===== src/rtl/regfile_port_arbiter.sv =====
// Two-requester round-robin arbiter in front of a 2R/1W register file; grant 1 cycle after request, read data 1 cycle after grant.
// No same-requester grants back to back; losers hold req and payload until gnt (no other backpressure).
module regfile_port_arbiter #(
    parameter int REGFILE_ADDRESS_WIDTH = 3,
    parameter int DATA_WIDTH            = 64
) (
    input  logic                               clock,
    input  logic                               reset_n,
    input  logic [1:0]                         req,
    input  logic [1:0]                         we,
    input  logic [2*REGFILE_ADDRESS_WIDTH-1:0] r1addr,
    input  logic [2*REGFILE_ADDRESS_WIDTH-1:0] r2addr,
    input  logic [2*REGFILE_ADDRESS_WIDTH-1:0] waddr,
    input  logic [2*DATA_WIDTH-1:0]            wdata,
    output logic [1:0]                         gnt,
    output logic [1:0]                         rvalid,
    output logic [DATA_WIDTH-1:0]              r1data,
    output logic [DATA_WIDTH-1:0]              r2data,
    output logic [REGFILE_ADDRESS_WIDTH-1:0]   rf_r1addr,
    output logic [REGFILE_ADDRESS_WIDTH-1:0]   rf_r2addr,
    output logic [REGFILE_ADDRESS_WIDTH-1:0]   rf_waddr,
    output logic [DATA_WIDTH-1:0]              rf_wdata,
    output logic                               rf_reg_write,
    input  logic [DATA_WIDTH-1:0]              rf_r1data,
    input  logic [DATA_WIDTH-1:0]              rf_r2data
);
    localparam int AW = REGFILE_ADDRESS_WIDTH;
    localparam int DW = DATA_WIDTH;

    logic [1:0]    gnt_q, gnt_d;
    logic [1:0]    rvalid_q, rvalid_d;
    logic [DW-1:0] r1data_q, r1data_d;
    logic [DW-1:0] r2data_q, r2data_d;
    logic [AW-1:0] rf_r1addr_q, rf_r1addr_d;
    logic [AW-1:0] rf_r2addr_q, rf_r2addr_d;
    logic [AW-1:0] rf_waddr_q, rf_waddr_d;
    logic [DW-1:0] rf_wdata_q, rf_wdata_d;
    logic          rf_reg_write_q, rf_reg_write_d;
    logic          last_q, last_d;

    logic [1:0] elig;
    logic       win_vld;
    logic       win_idx;
    logic       read_cap;

    always_comb begin
        elig    = req & ~gnt_q;
        win_vld = |elig;
        // On a tie the requester that did not win last time goes first.
        win_idx = (elig == 2'b11) ? ~last_q : elig[1];

        gnt_d          = win_vld ? (2'b01 << win_idx) : 2'b00;
        last_d         = win_vld ? win_idx : last_q;
        rf_reg_write_d = win_vld & (win_idx ? we[1] : we[0]);
        rf_r1addr_d    = '0;
        rf_r2addr_d    = '0;
        rf_waddr_d     = '0;
        rf_wdata_d     = '0;
        if (win_vld) begin
            rf_r1addr_d = win_idx ? r1addr[2*AW-1:AW] : r1addr[AW-1:0];
            rf_r2addr_d = win_idx ? r2addr[2*AW-1:AW] : r2addr[AW-1:0];
            rf_waddr_d  = win_idx ? waddr[2*AW-1:AW]  : waddr[AW-1:0];
            rf_wdata_d  = win_idx ? wdata[2*DW-1:DW]  : wdata[DW-1:0];
        end

        read_cap = (|gnt_q) & ~rf_reg_write_q;
        rvalid_d = read_cap ? gnt_q : 2'b00;
        r1data_d = read_cap ? rf_r1data : r1data_q;
        r2data_d = read_cap ? rf_r2data : r2data_q;
    end

    always_ff @(posedge clock or negedge reset_n) begin
        if (!reset_n) begin
            gnt_q          <= 2'b00;
            rvalid_q       <= 2'b00;
            r1data_q       <= '0;
            r2data_q       <= '0;
            rf_r1addr_q    <= '0;
            rf_r2addr_q    <= '0;
            rf_waddr_q     <= '0;
            rf_wdata_q     <= '0;
            rf_reg_write_q <= 1'b0;
            last_q         <= 1'b1;
        end else begin
            gnt_q          <= gnt_d;
            rvalid_q       <= rvalid_d;
            r1data_q       <= r1data_d;
            r2data_q       <= r2data_d;
            rf_r1addr_q    <= rf_r1addr_d;
            rf_r2addr_q    <= rf_r2addr_d;
            rf_waddr_q     <= rf_waddr_d;
            rf_wdata_q     <= rf_wdata_d;
            rf_reg_write_q <= rf_reg_write_d;
            last_q         <= last_d;
        end
    end

    assign gnt          = gnt_q;
    assign rvalid       = rvalid_q;
    assign r1data       = r1data_q;
    assign r2data       = r2data_q;
    assign rf_r1addr    = rf_r1addr_q;
    assign rf_r2addr    = rf_r2addr_q;
    assign rf_waddr     = rf_waddr_q;
    assign rf_wdata     = rf_wdata_q;
    assign rf_reg_write = rf_reg_write_q;

endmodule

===== config.mk =====
export PLATFORM = sky130hd
export DESIGN_NAME = regfile_port_arbiter
export DESIGN_NICKNAME = d
export VERILOG_FILES = /design/src/rtl/regfile_port_arbiter.sv
export SDC_FILE = /design/constraint.sdc
export NUM_CORES = 1
export LEC_CHECK = 0
export CAP_MARGIN = 30
export CELL_PAD_IN_SITES_DETAIL_PLACEMENT = 1
export CELL_PAD_IN_SITES_GLOBAL_PLACEMENT = 1
export CORE_MARGIN = 4
export CORE_UTILIZATION = 27
export CTS_CLUSTER_DIAMETER = 200
export DETAILED_ROUTE_END_ITERATION = 7
export GPL_ROUTABILITY_DRIVEN = 0
export PLACE_DENSITY = 0.78
export SLEW_MARGIN = 0
export SYNTH_ARGS = -nofsm -noshare
export SYNTH_HDL_FRONTEND = slang
export SYNTH_SLANG_ARGS = --single-unit

===== constraint.sdc =====
create_clock -name clock -period 1.33 [get_ports clock]
set_input_delay 0.1995 -clock clock [delete_from_list [all_inputs] [get_ports clock]]
set_output_delay 0.1995 -clock clock [all_outputs]
set_load 0.02 [all_outputs]

# --- After elaboration in Yosys (flattened, before gate mapping) ---
# Cells that the tools add are included.
totals:
  ff_bits: 207
  inputBits: 280
  output_inout_bits: 206
  word_cells: 32
op_classes:
  n_eq_ne: 1
  n_shift: 1
  n_mux: 12
  bitwise: 6
  n_reduce_logical: 2
op_table:
  columns: ["operator", "count"]
  rows:
  - ["64-bit two-way mux", 2]
  - ["3-bit two-way mux", 6]
  - ["2-bit two-way mux", 2]
  - ["2-bit OR reduction", 2]
  - ["1-bit AND", 2]
  - ["2-bit AND", 1]
  - ["2-bit equality test, second input constant", 1]
  - ["1-bit two-way mux", 2]
  - ["1-bit NOT", 2]
  - ["2-bit NOT", 1]
  - ["1-bit by 1-bit left shift with 2-bit output, first input constant", 1]

# --- Depth between registers and ports, before layout ---
# Gate-level depths: netlist of run 1.
depth:
  ltp_word: 6
  ltp_mapped: 5
  ltp_nobuf: 2

# --- Worst setup path after synthesis of run 1 ---
# OpenSTA, ideal clock, no wires.
synth_path:
  path_type: "register to register"
  start: "register gnt_q[1] (netlist: gnt[1])"
  end: "register r1data_q[0] (netlist: r1data[0])"
  setup_time_ps: 125
  t_arrival_ps: 1395
  required_time_ps: 1205
  path_slack_ps: -190
  stages_incl_launch_ff: 5
  path_buffers: 2
  period_less_slack_ps: 1520
  cell_sequence: "dfrtp_1 -> o21bai_2 -> buf_8 -> buf_12 -> mux2_4"
synth_via:
  elab_chain_len: 2
synth_rtl:
  columns: ["item", "line_no", "source"]
  rows:
  - ["start: declaration", "30", "logic [1:0] gnt_q, gnt_d;"]
  - ["start signal: assignment", "85", "gnt_q <= gnt_d;"]
  - ["2-bit OR reduction", "66", "read_cap = (|gnt_q) & ~rf_reg_write_q;"]
  - ["1-bit AND", "66", null]
  - ["end signal: assignment", "87", "r1data_q <= r1data_d;"]
  - ["end: declaration", "32", "logic [DW-1:0] r1data_q, r1data_d;"]
# No other way between the ends.
# A chain may end at the register's enable or synchronous reset.

# --- Final worst setup path of run 1 ---
layout_path:
  start: "register gnt_q[0] (netlist: gnt[0])"
  end: "register r1data_q[63] (netlist: r1data[63])"
# The elaborated chain is that of the path after synthesis.

==> reports/metrics.sh, run 1 <==
LAYOUT-AREA-OVERHEAD-VS-SYNTH_PCT=70.9
TIMING.FINAL.WS_SETUP_NS=-0.157
SYNTH-SEQ-AREA-SHARE_PCT=56.3
WIRE_LENGTH_OF_THE_FIRST_GLOBAL_ROUTING_PASS_MM=53.8
DELAY_OF_THE_SLOWEST_CELL_ON_THE_WORST_PATH_NS=0.43
SYNTH_TOP_CELLS_BY_COUNT='sky130_fd_sc_hd__dfrtp_1 (206), sky130_fd_sc_hd__nand3b_1 (148), sky130_fd_sc_hd__mux2_4 (120)'
LARGEST_NET_DEGREE_AT_THE_START_OF_GLOBAL_ROUTING=57
CRITICAL_PATH.MOST_COMMON_CELL='sky130_fd_sc_hd__buf_12'
FLOORPLAN.DIE_AREA_MM2=0.0371
FINALCRITPERIODSHARE_PCT=112
NNETSFINAL=1439
ROOT_BUFFER='sky130_fd_sc_hd__clkbuf_16'
TIMING.CRITICAL_PATH.FROM_TYPE='flip-flop'
NUMBER_OF_GLOBAL_ROUTE_VIAS_BEFORE_REPAIR=8248
CLOCK_SINKS=207
HOLD_VIOLATIONS=0
DRCVIOLATIONCOUNT=0
FP.COREAREA_MM2=0.0335
H-TREE-DEPTH=1
BOUNDARYPINS=486
POST-SYNTH-TOP-AREA-FRACTION_PCT=56.1
YOSYS.CELL_COUNT.TOP_TYPE='sky130_fd_sc_hd__dfrtp_1'
OUTCOME='finished with violations'
CRIT_FANOUT=16
POSTSYNTHREGISTERBITS=207
WORST_SETUP_PATH_END_KIND='flip-flop'
DIE_H_UM=193
LAUNCHING_POINT_OF_THE_WORST_REG2REG_PATH='gnt[0]'
TIGHTEST_SLEW_NS=0.446
SETUP_REPAIR_AFTER_GLOBAL_ROUTING_MISSED_ITS_MARGIN='true'
SETUP_VIOL=207
NETLIST-CELL-TYPE-COUNT=22
CLOCK_INSERTION_DELAY_WORST_SKEW_NS=0.52
DETAILEDROUTE.FIRSTITERATIONVIOLATIONS=264
LAYOUT-DRIVE-GT1-SHARE_PCT=43.9
VIAS_PER_CELL=4.79
RELSLEWSLACK_PCT=70.2
FINAL_PERIOD_MINUS_WORST_SETUP_SLACK_NS=1.49
ACHIEVABLE-FREQUENCY_MHz=673
SYNTH_TOP_CELL_BY_AREA='sky130_fd_sc_hd__dfrtp_1'
DOMINANTREGCELLSYNTH='sky130_fd_sc_hd__dfrtp_1'
WORST-SETUP-PATH-TYPE='reg2reg'
MIN_DELAY_STARTPOINT='req[1]'
CP_CELL_SEQUENCE='o21bai_4 -> buf_12 -> buf_12 -> mux2_2'
TIMING.CLOCK.SKEW_NS=0.0111
FP.DIEW_UM=193
TIMING.HOLD.WORST.CLASS='in2reg'
PLACE_WORST_SETUP_SLACK_NS=-0.173
REGISTER_CLOCK_PIN_SLEW_ON_THE_REPORTED_WORST_SETUP_AND_HOLD_PATHS_NS=0.06
INITIAL_ANTENNA_VIOLATION_COUNT=2
WORST_HOLD_SLACK_AFTER_FINAL_LAYOUT_NS=0.214
GRTUSAGEMET3_PCT=6.62
CLK_PATH_BUF_DEPTH=3
ROUTE.VIAS.TOTAL=7783
NUMPORTBUFFERS=485
YOSYS_WARNINGS=0
ANTENNA_LEFT=0
LEFTOVER_OVERFLOW_AT_THE_END_OF_GLOBAL_ROUTING=0
INITIAL_CORE_UTIL_PCT=27.4
SYNTH-ASYNC-RESET-RATIO_PCT=100
MET2_CAPACITY_USAGE_DURING_GLOBAL_ROUTING_PCT=34.1
SYNTH.AVG_CELL_AREA_UM2=14.6
TIMING.CRITICAL_PATH.FROM='gnt[0]'
FAILING_CHECKS='negative setup slack'
USE_MET1_PCT=21.7
DETAILEDPLACEMENTHPWL_MM=27.9
CTS_MADE_BUFFERS=24
DRV_CAP=0
CRITICAL_PATH_ARRIVAL_NS=1.88
SYNTH.TOP_CELLS.BY_AREA='sky130_fd_sc_hd__dfrtp_1 (56%), sky130_fd_sc_hd__mux2_4 (20%), sky130_fd_sc_hd__nand3b_1 (12%), sky130_fd_sc_hd__o22ai_1 (5.0%), sky130_fd_sc_hd__buf_12 (2.2%)'
SYNTH.NET_COUNT=910
CRIT_SLOWEST_CELL='sky130_fd_sc_hd__dfrtp_2'
MAXSLEWVIOLCOUNT=0
FIRSTDRTPASSITERS=4
CLOCK_TREE_FROM_TRITONCTS='yes'
ROUTED_WIRE_LENGTH_PER_INSTANCE_UM=26.0
CP.REQUIRED_NS=1.72
POWER_DENSITY_mW_PER_MM2=1770
SYNTH_EDF_COUNT=0
DRT_WL_TOTAL_MM=42.2
STD_CELL_ROWS=67
GRT_USAGE_PCT=19.0
SYNTH_CELLS=630
MAPPEDNETLISTAREA_MM2=0.00920
TOP_USAGE_LAYER='met2'
LEAKAGEPOWER_nW=7.07
WORST_IR_DROP_ON_VDD_uV=853
==> area by class of cell <==
type,instances,area (um^2)
Inverter,1,3.75
Multi-Input combinational cell,359,4010
Fill cell,3481,17800
Sequential cell,207,5180
Clock buffer,35,703
Clock inverter,6,57.6
Tap cell,448,561
Timing Repair Buffer,566,5190
Antenna cell,2,5.00
==> worst max-delay path: cells and delay by family (launching register included) <==
kind	cells	cell delay, ns
flops	1	0.43
compound gates	1	0.18
mux	1	0.35
buf+inv	2	0.40
==> cells in the final DEF, fill, tap and decap left out, drive strengths merged, types with 2 or more instances in the layout <==
master	count
diode	2
clkdlybuf4s50	276
nor3b	2
nor2b	2
clkbuf	55
clkinv	4
nand3b	148
o22ai	74
dfrtp	206
buf	269
mux2	128
==> power breakdown <==
group / leakage (nW) / internal, mW / switching, mW
clock: 0.374 / 3.83 / 2.62
combinational: 4.20 / 5.98 / 6.19
sequential: 2.50 / 8.12 / 1.07
==> per-stage QoR <==
step / total power, mW / cell area (um^2) / setup TNS (ns) / util, % / instances
after global placement: 21.1 / 14700 / -18.38 / 43.7 / 1543
after global routing: 29.1 / 15700 / -31.92 / 46.9 / 1623
after detailed placement: 21.5 / 14700 / -20.97 / 43.7 / 1543
final: 27.8 / 15700 / -22.26 / 46.9 / 1624
after CTS: 26.5 / 14500 / -20.12 / 43.3 / 1589
after floorplan: 15.5 / 9210 / -10.12 / - / 630
==> path summary, 6_finish.rpt <==
kind | slack [ns] | cells past startpoint | to
max | -0.16 | 4 | r1data[63]
min | 0.21 | 4 | last_q
max reg2reg | -0.16 | 4 | r1data[63]
min reg2reg | 0.50 | 1 | r2data[27]
max in group asynchronous | 0.53 | 3 | r1data[30]
min in group asynchronous | 0.22 | 2 | r2data[51]
==> cell families (layout without fill, tap and decap cells) <==
logic type	count (synthesis)	after routing	share of synthesized area (%)
compound gates	76	76	5.21
buf+inv	64	608	5.24
flops	207	207	56.3
mux	128	128	20.6
other cells	0	2	0
simple gates	155	155	12.6
==> per-layer routing <==
metal / vias to the layer above / share of wire (%) / routed length [um]
met1: 4012 / 37 / 15500
met3: 30 / 9.4 / 3980
li1: 3358 / - / -
met4: 0 / 1.4 / 576
met5: - / 0 / 0
met2: 383 / 53 / 22200
==> timing repair <==
| item | 4_1_cts | 5_1_grt |
|---|---|---|
| gates cloned | 1 | 25 |
| pin swaps | 1 | 53 |
| setup buffers | 3 | 9 |
| hold endpoints to repair | 195 | 0 |
| gates resized for setup | 843 | 108 |
| setup endpoints to repair | 408 | 212 |
| hold buffers | 1 | 0 |
==> state kept, by name (all words and copies together) (netlist names), 2 cells and up <==
signal     cells
rvalid         2
rf_r1addr      3
r2data        64
rf_r2addr      3
rf_waddr       3
rf_wdata      64
gnt            2
r1data        64
Note: power is estimated with default switching activity, not from simulation.
==> run 2, diff against run 1 <==
SLEW_MARGIN = unset   (was 0)
==> results of run 2 <==
The final DEF is identical to that of run 1; final timing and power are the same.
==> run 3, diff against run 2 <==
CELL_PAD_IN_SITES_DETAIL_PLACEMENT = 2   (was 1)
CELL_PAD_IN_SITES_GLOBAL_PLACEMENT = 2   (was 1)
CORE_UTILIZATION = 22   (was 27)
==> run 3 against run 2 <==
Against the previous run:
- the flow still finishes with violations (negative setup slack)
- setup slack worse by 0.034 ns
- critical endpoint is now r1data[1]
- first-iteration DRC count is 27% higher
- critical path depth is 1 higher
- sequential cell count stayed put
- global-route usage is 0.41 points lower
- clock-buffer cell count is 1 higher
- largest cell class unchanged
- power is 9.3% higher
==> reports/metrics.sh, run 3 (synthesized netlist as in run 1, its figures left out) <==
CRIT_FANOUT=8
FP.DIEW_UM=212
DRV_CAP=0
NUMBER_OF_GLOBAL_ROUTE_VIAS_BEFORE_REPAIR=9100
REGISTER_CLOCK_PIN_SLEW_ON_THE_REPORTED_WORST_SETUP_AND_HOLD_PATHS_NS=0.06
NFILLCELLS=4137
LAYOUT.AREA.SEQ_MM2=0.00518
OUTCOME='finished with violations'
TIMING.CRITICAL_PATH.FROM_TYPE='flip-flop'
WORST-SETUP-PATH-TYPE='reg2reg'
ROUTED_WIRE_LENGTH_PER_INSTANCE_UM=27.9
BOUNDARYPINS=486
DRT_WL_TOTAL_MM=48.9
H-TREE-DEPTH=1
CRITICAL_PATH_ARRIVAL_NS=1.95
TIMING.CLOCK.SKEW_NS=0.0124
LAYOUT_COMMONEST_CELL='sky130_fd_sc_hd__clkdlybuf4s50_1'
TIMING.HOLD.WORST.CLASS='in2reg'
NNETSFINAL=1478
CLOCK_SINKS=207
CLOCK_TREE_FROM_TRITONCTS='yes'
DPL-INSTANCE-AREA_MM2=0.0148
FLOORPLAN.DIE_AREA_MM2=0.0451
PLACE_WORST_SETUP_SLACK_NS=-0.171
CLK_PATH_BUF_DEPTH=3
WORST_R2R_PATH_DEPTH=5
FAILING_CHECKS='negative setup slack'
LEAKAGEPOWER_nW=7.41
STDCELL_AREA_MM2=0.0163
CP.REQUIRED_NS=1.75
TIMING.FINAL.WS_SETUP_NS=-0.191
WIRE_LENGTH_OF_THE_FIRST_GLOBAL_ROUTING_PASS_MM=63.0
FINAL_CORE_UTILIZATION_PCT=39.7
VIAS_PER_CELL=4.60
DIE_H_UM=212
INITIAL_CORE_UTIL_PCT=22.4
RELSLEWSLACK_PCT=73.5
WORST_HOLD_SLACK_AFTER_FINAL_LAYOUT_NS=0.189
ANTENNA_LEFT=0
SETUP_REPAIR_AFTER_GLOBAL_ROUTING_MISSED_ITS_MARGIN='true'
HOLD_VIOLATIONS=0
MAXSLEWVIOLCOUNT=0
MOSTFREQUENTLAYOUTCELLS='sky130_fd_sc_hd__clkdlybuf4s50_1 (276), sky130_fd_sc_hd__dfrtp_1 (204), sky130_fd_sc_hd__buf_2 (154)'
INITIAL_ANTENNA_VIOLATION_COUNT=8
ROOT_BUFFER='sky130_fd_sc_hd__clkbuf_16'
NUMPORTBUFFERS=485
DRCVIOLATIONCOUNT=0
CLOCK_INSERTION_DELAY_WORST_SKEW_NS=0.54
FP.COREAREA_MM2=0.0411
SETUP_VIOL=207
LARGEST_NET_DEGREE_AT_THE_START_OF_GLOBAL_ROUTING=54
STD_CELL_ROWS=74
FF2FF_SETUP_SLACK_NS=-0.19
LAYOUT-DRIVE-GT1-SHARE_PCT=44.5
PLACE.DETAILED.INSTANCES=1635
HOLDPATHSTAGES=3
LAYOUT-AREA-OVERHEAD-VS-SYNTH_PCT=77.5
DETAILEDPLACEMENTHPWL_MM=31.6
ACHIEVABLE-FREQUENCY_MHz=657
FINALCRITPERIODSHARE_PCT=114
WORST_SETUP_PATH_END_KIND='flip-flop'
DETAILEDROUTE.FIRSTITERATIONVIOLATIONS=335
CRIT_SLOWEST_CELL='sky130_fd_sc_hd__dfrtp_2'
WORST_IR_DROP_ON_VDD_uV=821
POWER_DENSITY_mW_PER_MM2=1860
DELAY_OF_THE_SLOWEST_CELL_ON_THE_WORST_PATH_NS=0.43
MULTI_INPUT_AREA_MM2=0.00388
FIRSTDRTPASSITERS=4
FINISH.CELL_COUNT_WITHOUT_FILLERS=1754
TIGHTEST_SLEW_NS=0.397
CTS_MADE_BUFFERS=26
LEFTOVER_OVERFLOW_AT_THE_END_OF_GLOBAL_ROUTING=0
CRITICAL_PATH.MOST_COMMON_CELL='sky130_fd_sc_hd__buf_12'
GRT_USAGE_PCT=18.6
FINAL_PERIOD_MINUS_WORST_SETUP_SLACK_NS=1.52
ROUTE.VIAS.TOTAL=8072
CP_CELL_SEQUENCE='o21bai_4 -> buf_12 -> buf_12 -> clkbuf_16 -> mux2_4'
run 3: cell types whose count changed in the layout (fill, tap and decap cells not counted), sizes merged:
cell	delta
inv	+1
diode	+2
clkinv	+3
clkinvlp	-1
buf	+42
bufinv	+3
clkbuf	-4
run 3: final timing paths:
| path | start | end |
|---|---|---|
| setup / recovery | gnt[1] | r1data[1] |
| hold / removal | req[0] | gnt[0] |
| setup reg to reg | gnt[1] | r1data[1] |
| hold reg to reg | r2data[5] | r2data[5] |
| max in group asynchronous | reset_n | r1data[49] |
| min in group asynchronous | reset_n | r2data[35] |
run 3: cell type report:
| cell class | instances | share of cell area (%) |
|---|---|---|
| well taps | 532 | 4.08 |
| diodes | 4 | 0.0613 |
| repair buffers | 603 | 34.8 |
| clock buffers | 36 | 4.47 |
| clock inverters | 12 | 1.03 |
| multi-input cells | 359 | 23.8 |
| flip-flops and latches | 207 | 31.8 |
| inverters | 1 | 0.0230 |
run 3: repair_timing:
item                       in CTS  in global routing
pin swaps                       1                  7
cloned                          2                 20
buffers inserted               36                  9
resized for setup             937                 74
hold buffers                    1                  0
hold endpoints to repair      206                  0
setup endpoints to repair     406                279
run 3: routing by layer:
layer,up-vias,wire length (um),track usage [%]
met3,81,4110,6.21
met4,12,1180,4.75
met2,405,25600,34.1
met5,-,74,0
li1,3446,-,-
met1,4128,17900,20.6
run 3: worst max-delay path, delay by kind of cell (launching register included):
family	cells	cell delay [ns]
DFF	1	0.43
buffers and inverters	3	0.49
muxes	1	0.31
AOI/OAI and AO/OA	1	0.17
run 3: through the flow:
stage	total power [mW]	TNS [ns]
after floorplan	15.5	-10.12
final	30.4	-30.92
after detailed placement	21.8	-22.09
after global routing	31.7	-40.70
after global placement	21.3	-17.66
after CTS	29.3	-25.62
run 3: power breakdown:
part	internal [mW]	total [mW]	leakage, nW	switching [mW]
combinational	6.92	13.5	4.47	6.57
sequential	8.12	9.33	2.50	1.22
clock	4.61	7.57	0.444	2.96
